### src/rtl/openddr_pkg.sv
// Shared types for the openddr request path: queue entry layout and the
// row:bank:col address decode applied at enqueue.
package openddr_pkg;

    localparam int BANK_W = 3;
    localparam int ROW_W  = 16;
    localparam int COL_W  = 10;
    localparam int ID_W   = 4;
    localparam int ADDR_W = ROW_W + BANK_W + COL_W;

    typedef struct packed {
        logic              write;
        logic [ID_W-1:0]   id;
        logic [BANK_W-1:0] bank;
        logic [ROW_W-1:0]  row;
        logic [COL_W-1:0]  col;
    } req_entry_t;

    localparam int ENTRY_W = $bits(req_entry_t);

    function automatic req_entry_t openddr_addr_decode(
        input logic [ADDR_W-1:0] addr,
        input logic              write,
        input logic [ID_W-1:0]   id
    );
        req_entry_t e;
        e.write = write;
        e.id    = id;
        e.row   = addr[ADDR_W-1 -: ROW_W];
        e.bank  = addr[COL_W +: BANK_W];
        e.col   = addr[COL_W-1:0];
        return e;
    endfunction

endpackage

### src/rtl/openddr_req_queue_if.sv
// Host-side and scheduler-side handshakes of the request queue, plus status.
// The queue uses the slave view; the host/scheduler pair uses master.
interface openddr_req_queue_if #(
    parameter int BANK_WIDTH = 3,
    parameter int ROW_WIDTH  = 16,
    parameter int COL_WIDTH  = 10,
    parameter int ID_WIDTH   = 4,
    parameter int DEPTH      = 8
);
    localparam int ADDR_WIDTH = ROW_WIDTH + BANK_WIDTH + COL_WIDTH;
    localparam int CNT_WIDTH  = $clog2(DEPTH + 1);

    logic                  host_valid;
    logic                  host_ready;
    logic [ADDR_WIDTH-1:0] host_addr;
    logic                  host_write;
    logic [ID_WIDTH-1:0]   host_id;
    logic                  flush;
    logic                  sched_valid;
    logic                  sched_ready;
    logic [BANK_WIDTH-1:0] sched_bank;
    logic [ROW_WIDTH-1:0]  sched_row;
    logic [COL_WIDTH-1:0]  sched_col;
    logic                  sched_write;
    logic [ID_WIDTH-1:0]   sched_id;
    logic [CNT_WIDTH-1:0]  q_count;
    logic                  q_almost_full;

    modport slave (
        input  host_valid, host_addr, host_write, host_id, flush, sched_ready,
        output host_ready, sched_valid, sched_bank, sched_row, sched_col,
        output sched_write, sched_id, q_count, q_almost_full
    );

    modport master (
        output host_valid, host_addr, host_write, host_id, flush, sched_ready,
        input  host_ready, sched_valid, sched_bank, sched_row, sched_col,
        input  sched_write, sched_id, q_count, q_almost_full
    );

endinterface

### src/rtl/openddr_sync_fifo.sv
// Generic DEPTH x WIDTH synchronous FIFO with flush and a combinational head.
// Storage is deliberately left unreset; only pointers and count are cleared.
module openddr_sync_fifo #(
    parameter int DEPTH     = 8,
    parameter int WIDTH     = 32,
    parameter int CNT_WIDTH = $clog2(DEPTH + 1)
) (
    input  logic                 clk,
    input  logic                 rst,
    input  logic                 push,
    input  logic                 pop,
    input  logic                 flush,
    input  logic [WIDTH-1:0]     wdata,
    output logic [WIDTH-1:0]     rdata,
    output logic [CNT_WIDTH-1:0] count,
    output logic [CNT_WIDTH-1:0] count_next
);
    localparam int PTR_W = $clog2(DEPTH);

    logic [WIDTH-1:0]     mem [DEPTH];
    logic [PTR_W-1:0]     wptr_q, wptr_d;
    logic [PTR_W-1:0]     rptr_q, rptr_d;
    logic [CNT_WIDTH-1:0] count_q, count_d;

    always_comb begin
        wptr_d  = wptr_q;
        rptr_d  = rptr_q;
        count_d = count_q;
        if (flush) begin
            wptr_d  = '0;
            rptr_d  = '0;
            count_d = '0;
        end else begin
            if (push) wptr_d = wptr_q + PTR_W'(1);
            if (pop)  rptr_d = rptr_q + PTR_W'(1);
            unique case ({push, pop})
                2'b10:   count_d = count_q + CNT_WIDTH'(1);
                2'b01:   count_d = count_q - CNT_WIDTH'(1);
                default: count_d = count_q;
            endcase
        end
    end

    always_ff @(posedge clk or posedge rst) begin
        if (rst) begin
            wptr_q  <= '0;
            rptr_q  <= '0;
            count_q <= '0;
        end else begin
            wptr_q  <= wptr_d;
            rptr_q  <= rptr_d;
            count_q <= count_d;
        end
    end

    always_ff @(posedge clk) begin
        if (push && !flush) mem[wptr_q] <= wdata;
    end

    assign rdata      = mem[rptr_q];
    assign count      = count_q;
    assign count_next = count_d;

endmodule

### src/rtl/openddr_req_queue.sv
// Host request queue ahead of openddr_scheduler: decode, FIFO, output gating.
// Define OPENDDR_REQ_BYPASS_EN for a zero-latency path when the queue is empty.
module openddr_req_queue
    import openddr_pkg::*;
#(
    parameter int BANK_WIDTH   = 3,
    parameter int ROW_WIDTH    = 16,
    parameter int COL_WIDTH    = 10,
    parameter int ID_WIDTH     = 4,
    parameter int DEPTH        = 8,
    parameter int AFULL_THRESH = 6
) (
    input  logic                clk,
    input  logic                rst,
    openddr_req_queue_if.slave  bus
);
    localparam int ADDR_WIDTH = ROW_WIDTH + BANK_WIDTH + COL_WIDTH;
    localparam int CNT_WIDTH  = $clog2(DEPTH + 1);

    logic [ADDR_WIDTH-1:0] host_addr;
    logic [CNT_WIDTH-1:0]  count;
    logic [CNT_WIDTH-1:0]  count_next;
    req_entry_t            dec_e;
    req_entry_t            head_e;
    req_entry_t            out_e;
    logic                  fifo_valid;
    logic                  host_ready;
    logic                  sched_valid;
    logic                  push;
    logic                  pop;
    logic                  afull_q, afull_d;
`ifdef OPENDDR_REQ_BYPASS_EN
    logic                  byp;
`endif

    assign host_addr = bus.host_addr;

    always_comb begin
        dec_e      = openddr_addr_decode(host_addr, bus.host_write, bus.host_id);
        fifo_valid = (count != '0) && !bus.flush;
        // Ready looks only at the registered count, so a full queue stays
        // closed even when the scheduler pops in the same cycle.
        host_ready = (count < CNT_WIDTH'(DEPTH)) && !bus.flush;
        pop        = fifo_valid && bus.sched_ready;
`ifdef OPENDDR_REQ_BYPASS_EN
        byp         = (count == '0) && bus.host_valid && !bus.flush;
        sched_valid = fifo_valid || byp;
        out_e       = byp ? dec_e : head_e;
        push        = bus.host_valid && host_ready && !(byp && bus.sched_ready);
`else
        sched_valid = fifo_valid;
        out_e       = head_e;
        push        = bus.host_valid && host_ready;
`endif
        afull_d    = count_next >= CNT_WIDTH'(AFULL_THRESH);
    end

    openddr_sync_fifo #(
        .DEPTH     (DEPTH),
        .WIDTH     (ENTRY_W),
        .CNT_WIDTH (CNT_WIDTH)
    ) u_fifo (
        .clk        (clk),
        .rst        (rst),
        .push       (push),
        .pop        (pop),
        .flush      (bus.flush),
        .wdata      (dec_e),
        .rdata      (head_e),
        .count      (count),
        .count_next (count_next)
    );

    always_ff @(posedge clk or posedge rst) begin
        if (rst) afull_q <= 1'b0;
        else     afull_q <= afull_d;
    end

    assign bus.host_ready    = host_ready;
    assign bus.sched_valid   = sched_valid;
    assign bus.sched_bank    = sched_valid ? BANK_WIDTH'(out_e.bank) : '0;
    assign bus.sched_row     = sched_valid ? ROW_WIDTH'(out_e.row)   : '0;
    assign bus.sched_col     = sched_valid ? COL_WIDTH'(out_e.col)   : '0;
    assign bus.sched_write   = sched_valid & out_e.write;
    assign bus.sched_id      = sched_valid ? ID_WIDTH'(out_e.id)     : '0;
    assign bus.q_count       = count;
    assign bus.q_almost_full = afull_q;

endmodule

### src/flat_wrapper.sv
// flat-port wrapper written by rule: the top's interface ports become plain ports
module openddr_req_queue_flat import openddr_pkg::*;
#(
    parameter int BANK_WIDTH   = 3,
    parameter int ROW_WIDTH    = 16,
    parameter int COL_WIDTH    = 10,
    parameter int ID_WIDTH     = 4,
    parameter int DEPTH        = 8,
    parameter int AFULL_THRESH = 6
)
  (clk, rst, bus_host_valid, bus_host_addr, bus_host_write, bus_host_id, bus_flush, bus_sched_ready, bus_host_ready, bus_sched_valid, bus_sched_bank, bus_sched_row, bus_sched_col, bus_sched_write, bus_sched_id, bus_q_count, bus_q_almost_full);
  openddr_req_queue_if #(.BANK_WIDTH(BANK_WIDTH), .ROW_WIDTH(ROW_WIDTH), .COL_WIDTH(COL_WIDTH), .ID_WIDTH(ID_WIDTH), .DEPTH(DEPTH)) bus_i ();
  input  logic clk;
  input  logic rst;
  input wire logic [$bits(bus_i.host_valid)-1:0] bus_host_valid;
  input wire logic [$bits(bus_i.host_addr)-1:0] bus_host_addr;
  input wire logic [$bits(bus_i.host_write)-1:0] bus_host_write;
  input wire logic [$bits(bus_i.host_id)-1:0] bus_host_id;
  input wire logic [$bits(bus_i.flush)-1:0] bus_flush;
  input wire logic [$bits(bus_i.sched_ready)-1:0] bus_sched_ready;
  output wire logic [$bits(bus_i.host_ready)-1:0] bus_host_ready;
  output wire logic [$bits(bus_i.sched_valid)-1:0] bus_sched_valid;
  output wire logic [$bits(bus_i.sched_bank)-1:0] bus_sched_bank;
  output wire logic [$bits(bus_i.sched_row)-1:0] bus_sched_row;
  output wire logic [$bits(bus_i.sched_col)-1:0] bus_sched_col;
  output wire logic [$bits(bus_i.sched_write)-1:0] bus_sched_write;
  output wire logic [$bits(bus_i.sched_id)-1:0] bus_sched_id;
  output wire logic [$bits(bus_i.q_count)-1:0] bus_q_count;
  output wire logic [$bits(bus_i.q_almost_full)-1:0] bus_q_almost_full;
  assign bus_i.host_valid = bus_host_valid;
  assign bus_i.host_addr = bus_host_addr;
  assign bus_i.host_write = bus_host_write;
  assign bus_i.host_id = bus_host_id;
  assign bus_i.flush = bus_flush;
  assign bus_i.sched_ready = bus_sched_ready;
  assign bus_host_ready = bus_i.host_ready;
  assign bus_sched_valid = bus_i.sched_valid;
  assign bus_sched_bank = bus_i.sched_bank;
  assign bus_sched_row = bus_i.sched_row;
  assign bus_sched_col = bus_i.sched_col;
  assign bus_sched_write = bus_i.sched_write;
  assign bus_sched_id = bus_i.sched_id;
  assign bus_q_count = bus_i.q_count;
  assign bus_q_almost_full = bus_i.q_almost_full;
  openddr_req_queue #(.BANK_WIDTH(BANK_WIDTH), .ROW_WIDTH(ROW_WIDTH), .COL_WIDTH(COL_WIDTH), .ID_WIDTH(ID_WIDTH), .DEPTH(DEPTH), .AFULL_THRESH(AFULL_THRESH)) u_core (.clk(clk), .rst(rst), .bus(bus_i));
endmodule
### config.mk
export PLATFORM = sky130hd
export DESIGN_NAME = openddr_req_queue_flat
export DESIGN_NICKNAME = d
export VERILOG_FILES = /design/src/rtl/openddr_pkg.sv /design/src/rtl/openddr_req_queue_if.sv /design/src/rtl/openddr_sync_fifo.sv /design/src/rtl/openddr_req_queue.sv /design/src/flat_wrapper.sv
export SDC_FILE = /design/constraint.sdc
export NUM_CORES = 1
export LEC_CHECK = 0
export CAP_MARGIN = 20
export CORE_ASPECT_RATIO = 0.7
export CORE_MARGIN = 1.5
export CORE_UTILIZATION = 45
export CTS_CLUSTER_DIAMETER = 120
export DETAILED_ROUTE_END_ITERATION = 7
export PLACE_DENSITY = 0.65
export SLEW_MARGIN = 10
export SYNTH_ARGS = -nofsm -noshare
export SYNTH_HDL_FRONTEND = slang
export SYNTH_HIERARCHICAL = 1
export SYNTH_SLANG_ARGS = --single-unit
export TNS_END_PERCENT = 5
### constraint.sdc
create_clock -name clk -period 4.5 [get_ports clk]
set_clock_uncertainty 0.15 [all_clocks]
set_input_delay 1.125 -clock clk [delete_from_list [all_inputs] [get_ports clk]]
set_output_delay 1.125 -clock clk [all_outputs]
set_load 0.005 [all_outputs]
==> impl_results.md <==
* Status: finished, final reports clean
* Root Driver: clkbuf_16
* Initial antenna violation count at 2
* Synth Instances at ~500
* Largest net degree at the start of global routing at 71
* Vias in the first global route at 5,746
* Max stage delay on crit path at approximately 0.64 ns
* Final WL at between 20 and 25 mm
* IO Pins at 80
* Die Y at about 140 um
* Routed vias/inst at 5.614
* Int Pwr at roughly 4400 uW
* Cell Count, Final, Fillers Out at 960
* TritonCTS buffer count at 27
* Cell variety after synth at 34
* Met3 WL post-DR at 1.344 mm
* Post-synthesis net count at 551
* RSZ-0062 raised after global routing: false
* Leakage at ~0.0042 uW
* Final setup margin at 0.2551 ns
* Mapped cell area at roughly 11,000 um2
* Sw Share at 0.2046
* Crit path launch type: register
* CTS tree: yes
* Setup violations, final at 0
* # Max-Cap Violations at 0
* Die area at 25,950 um2
* CP Class: reg2out
* GRT overflow at 0
* Buf+Inv Stages, Crit Path at 2
* Reg2reg start: u_core/u_fifo/count[1]$_DFF_PP0_
* Slowest cell on crit path: dfrtp_4
* Gpl congestion at 0.6970
* Slew margin rel. at 0.4463
* Worst Reg-to-Reg Cells at 11
* Area Growth Syn to Fin at 19.74%
* Top Layer Used: met4
* Tot GR Track Use at 0.1790
* Clk_lat worst skew at 0.52 ns
* Worst vdd ir at 0.2790 mV
* Hold EP: u_core/u_fifo/wptr_q[1]$_DFFE_PP0P_
* Number of iterations in the first detailed-routing pass at 5
* CP Max Fanout at 14
* Crit end category: output port
* Seq pwr share at 0.528
* Final instance area at 13,460 um2
* DRT antenna net count at 0
* Clock sinks at 283
* Dpl ws at 0.5239 ns
* Port bufs at 79
* Hold Vio Cnt, Final at 0
* Area post-placement at 12,560 um2
* Core area at 24,560 um2
* Minimum clock period at 4.245 ns
* Final period util at 0.9433
* WP data arrival at 2.97 ns
* WHS Path Cells at 2
* Post-detail-place hpwl at 12.84 mm
* Detailed-route DRC error count at 0
* NetSw at 1136 uW
* # H-tree levels at 1
* Hold_sp: u_core/u_fifo/wptr_q[1]$_DFFE_PP0P_
* DRT iter0 DRCs at ~420
* First-pass GRT wire length at between 30 and 40 mm
* Flop-to-flop setup slack at 1.22 ns
* Register area share after synthesis at 0.7513
* Fill cells at between 1,500 and 2,000
* Max Freq at 0.2356 GHz
* Average wire per standard cell at roughly 23 um
* Number of instances in the placed design at roughly 900
* Floorplan row count at 48
* Share of layout cells above drive strength 1 at 0.2875
* Clock Pin Slew Worst Setup and Hold Paths at 0.06 ns
* Vias after detailed routing at 5,389
* Clk buf depth at 3
* Initial Utilization at 0.4575
* WP data required at 3.22 ns
* R2r endpoint: u_core/bus.q_almost_full$_DFF_PP0_
* Nets at 657
* Min-delay worst type: reg2reg
* CP delay by family, top: multiplexers
* Slew @ Worst Pin at between 0.8 and 0.9 ns
* Met2 WL at 10.85 mm
* Share of power burned in the clock network at 0.392
* Die Width at roughly 190 um
* Synth warn at 6
* Syn_area_per_cell at between 20 and 25 um2
* Max-slew violation count at 0
* Pwr dens at 412.8 nW/um2
* CP Cell Sequence: buf_4 > mux4_2 > mux2_2 > nor3b_1 > clkdlybuf4s50_1
* Synth Register Bits at 283
* Combinational power share at 0.080
* Metal1 wirelength at 9.773 mm
[per-layer routing]
| layer | vias to the layer above | global-route usage |
|---|---|---|
| met5 | - | 0 |
| met4 | 0 | 0.03950 |
| met3 | 31 | 0.03548 |
| met2 | 166 | 0.2924 |
| met1 | 2866 | 0.2519 |
| li1 | 2326 | - |
[power by group through the flow]
stage | logic (uW) | clock network (uW) | registers, uW
6_report | 443 | 2180 | 2930
5_1_grt | 482 | 2330 | 2930
4_1_cts | 438 | 2230 | 2940
3_5_place_dp | 436 | 0 | 2990
3_3_place_gp | 423 | 0 | 2990
2_1_floorplan | 260 | 0 | 2980
[flip-flops by register name, indices dropped and copies added (netlist names)]
name                      flops
u_core/bus.q_almost_full      1
u_core/u_fifo/count           4
u_core/u_fifo/mem           272
u_core/u_fifo/rptr_q          3
u_core/u_fifo/wptr_q          3
[kinds of logic (layout without fill, tap and decap cells)]
group,Yosys count,after routing,synth area share
compound gates,8,8,0.004342
xor+xnor,7,7,0.005455
fa+ha+maj,5,5,0.005567
buf+inv,31,157,0.01681
flops,283,283,0.7513
mux,106,106,0.1774
other cells,0,2,0
simple gates,67,67,0.03919
[how the worst max path moves through the flow]
stage	startpoint	cells past startpoint	slack, ns	endpoint
finish	u_core/u_fifo/rptr_q[0]$_DFFE_PP0P_	5	0.26	bus_sched_col[0]
global route	u_core/u_fifo/rptr_q[0]$_DFFE_PP0P_	5	0.12	bus_sched_col[0]
detailed placement	bus_flush	10	0.52	u_core/bus.q_almost_full$_DFF_PP0_
floorplan	bus_flush	5	-1.27	u_core/u_fifo/mem[2][0]$_DFFE_PP_
global placement	bus_sched_ready	7	0.58	u_core/bus.q_almost_full$_DFF_PP0_
CTS	u_core/u_fifo/rptr_q[0]$_DFFE_PP0P_	5	0.07	bus_sched_col[0]
[Yosys cell counts]
library cell  number  share of area
buf_12             2         0.0036
inv_1              3         0.0010
nor3b_1           33          0.022
xnor2_1            2         0.0016
mux2_4            10          0.013
nand3b_1           1        0.00067
a21oi_1            4         0.0018
clkbuf_1          12         0.0040
nor2_1            18         0.0060
buf_1              2        0.00067
a211o_1            1        0.00078
mux2_1             1         0.0010
nor2b_1            1        0.00056
ha_1               5         0.0056
nor3b_2            2         0.0022
mux2i_1            3         0.0027
xor2_1             5         0.0039
nand2b_1           1        0.00056
nand2_1            4         0.0013
edfxtp_1         272           0.73
nor4_4             1         0.0019
mux4_2            68           0.14
dfrtp_1           11          0.024
or3b_2             1        0.00078
a211oi_1           1        0.00067
buf_6              4         0.0040
or4b_1             1        0.00089
nor4_1             2         0.0011
a21o_1             1        0.00067
o21ai_0            1        0.00044
buf_2              8         0.0036
mux2_2            24          0.024
and2_1             1        0.00056
or3_1              1        0.00056
[layout by cell type, fill, tap and decap left out, types with 2 or more instances in the layout]
cell type	count
a21oi_1	4
buf_12	4
buf_4	21
bufinv_16	3
clkbuf_1	4
clkbuf_16	27
clkdlybuf4s50_1	78
clkinv_1	7
clkinv_2	4
clkinv_4	3
dfrtp_1	8
dfrtp_2	2
diode_2	2
edfxtp_1	272
ha_1	5
inv_1	3
mux2_2	24
mux2_4	10
mux2i_1	3
mux4_2	68
nand2_1	4
nor2_1	12
nor2_4	6
nor3b_1	33
nor3b_2	2
nor4_4	2
xnor2_1	2
xor2_1	5
[metrics by stage]
| stage | utilization | hold slack (ns) | setup TNS (ns) | power [uW] |
|---|---|---|---|---|
| after CTS | 0.5465 | 0.4594 | 0 | 5603 |
| final | 0.5478 | 0.4592 | 0 | 5556 |
| after global placement | 0.5115 | 0.3995 | 0 | 3414 |
| after detailed placement | 0.5115 | 0.4440 | 0 | 3429 |
| after global routing | 0.5476 | 0.5498 | 0 | 5746 |
| after floorplan | - | 0.3763 | -43.19 | 3238 |
[repair_timing]
item	in CTS	in global routing
hold buffers	0	0
setup buffers	0	1
gates resized for setup	0	0
setup endpoints to repair	0	5
[layout make-up]
cell class	count	area (um2)	share of cell area
repair buffers	105	1051	0.07810
clock buffers	31	690.7	0.05132
flip-flops and latches	283	8449	0.6279
multi-input cells	193	2673	0.1986
clock inverters	18	170.2	0.01265
inverters	3	11.26	0.0008368
diodes	2	5.005	0.0003719
well taps	325	406.6	0.03022
[worst reg2reg max path: cells and delay by family, from the launching register on]
kind / cells / cell delay, ns
XOR/XNOR: 2 / 0.33
adder cells (fa/ha/maj): 2 / 0.57
buffers and inverters: 1 / 0.23
AO/OA/AOI/OAI: 3 / 0.39
AND/OR/NAND/NOR: 3 / 1.02
flip-flops: 1 / 0.54
No activity file was read; power rests on OpenSTA's default activity.
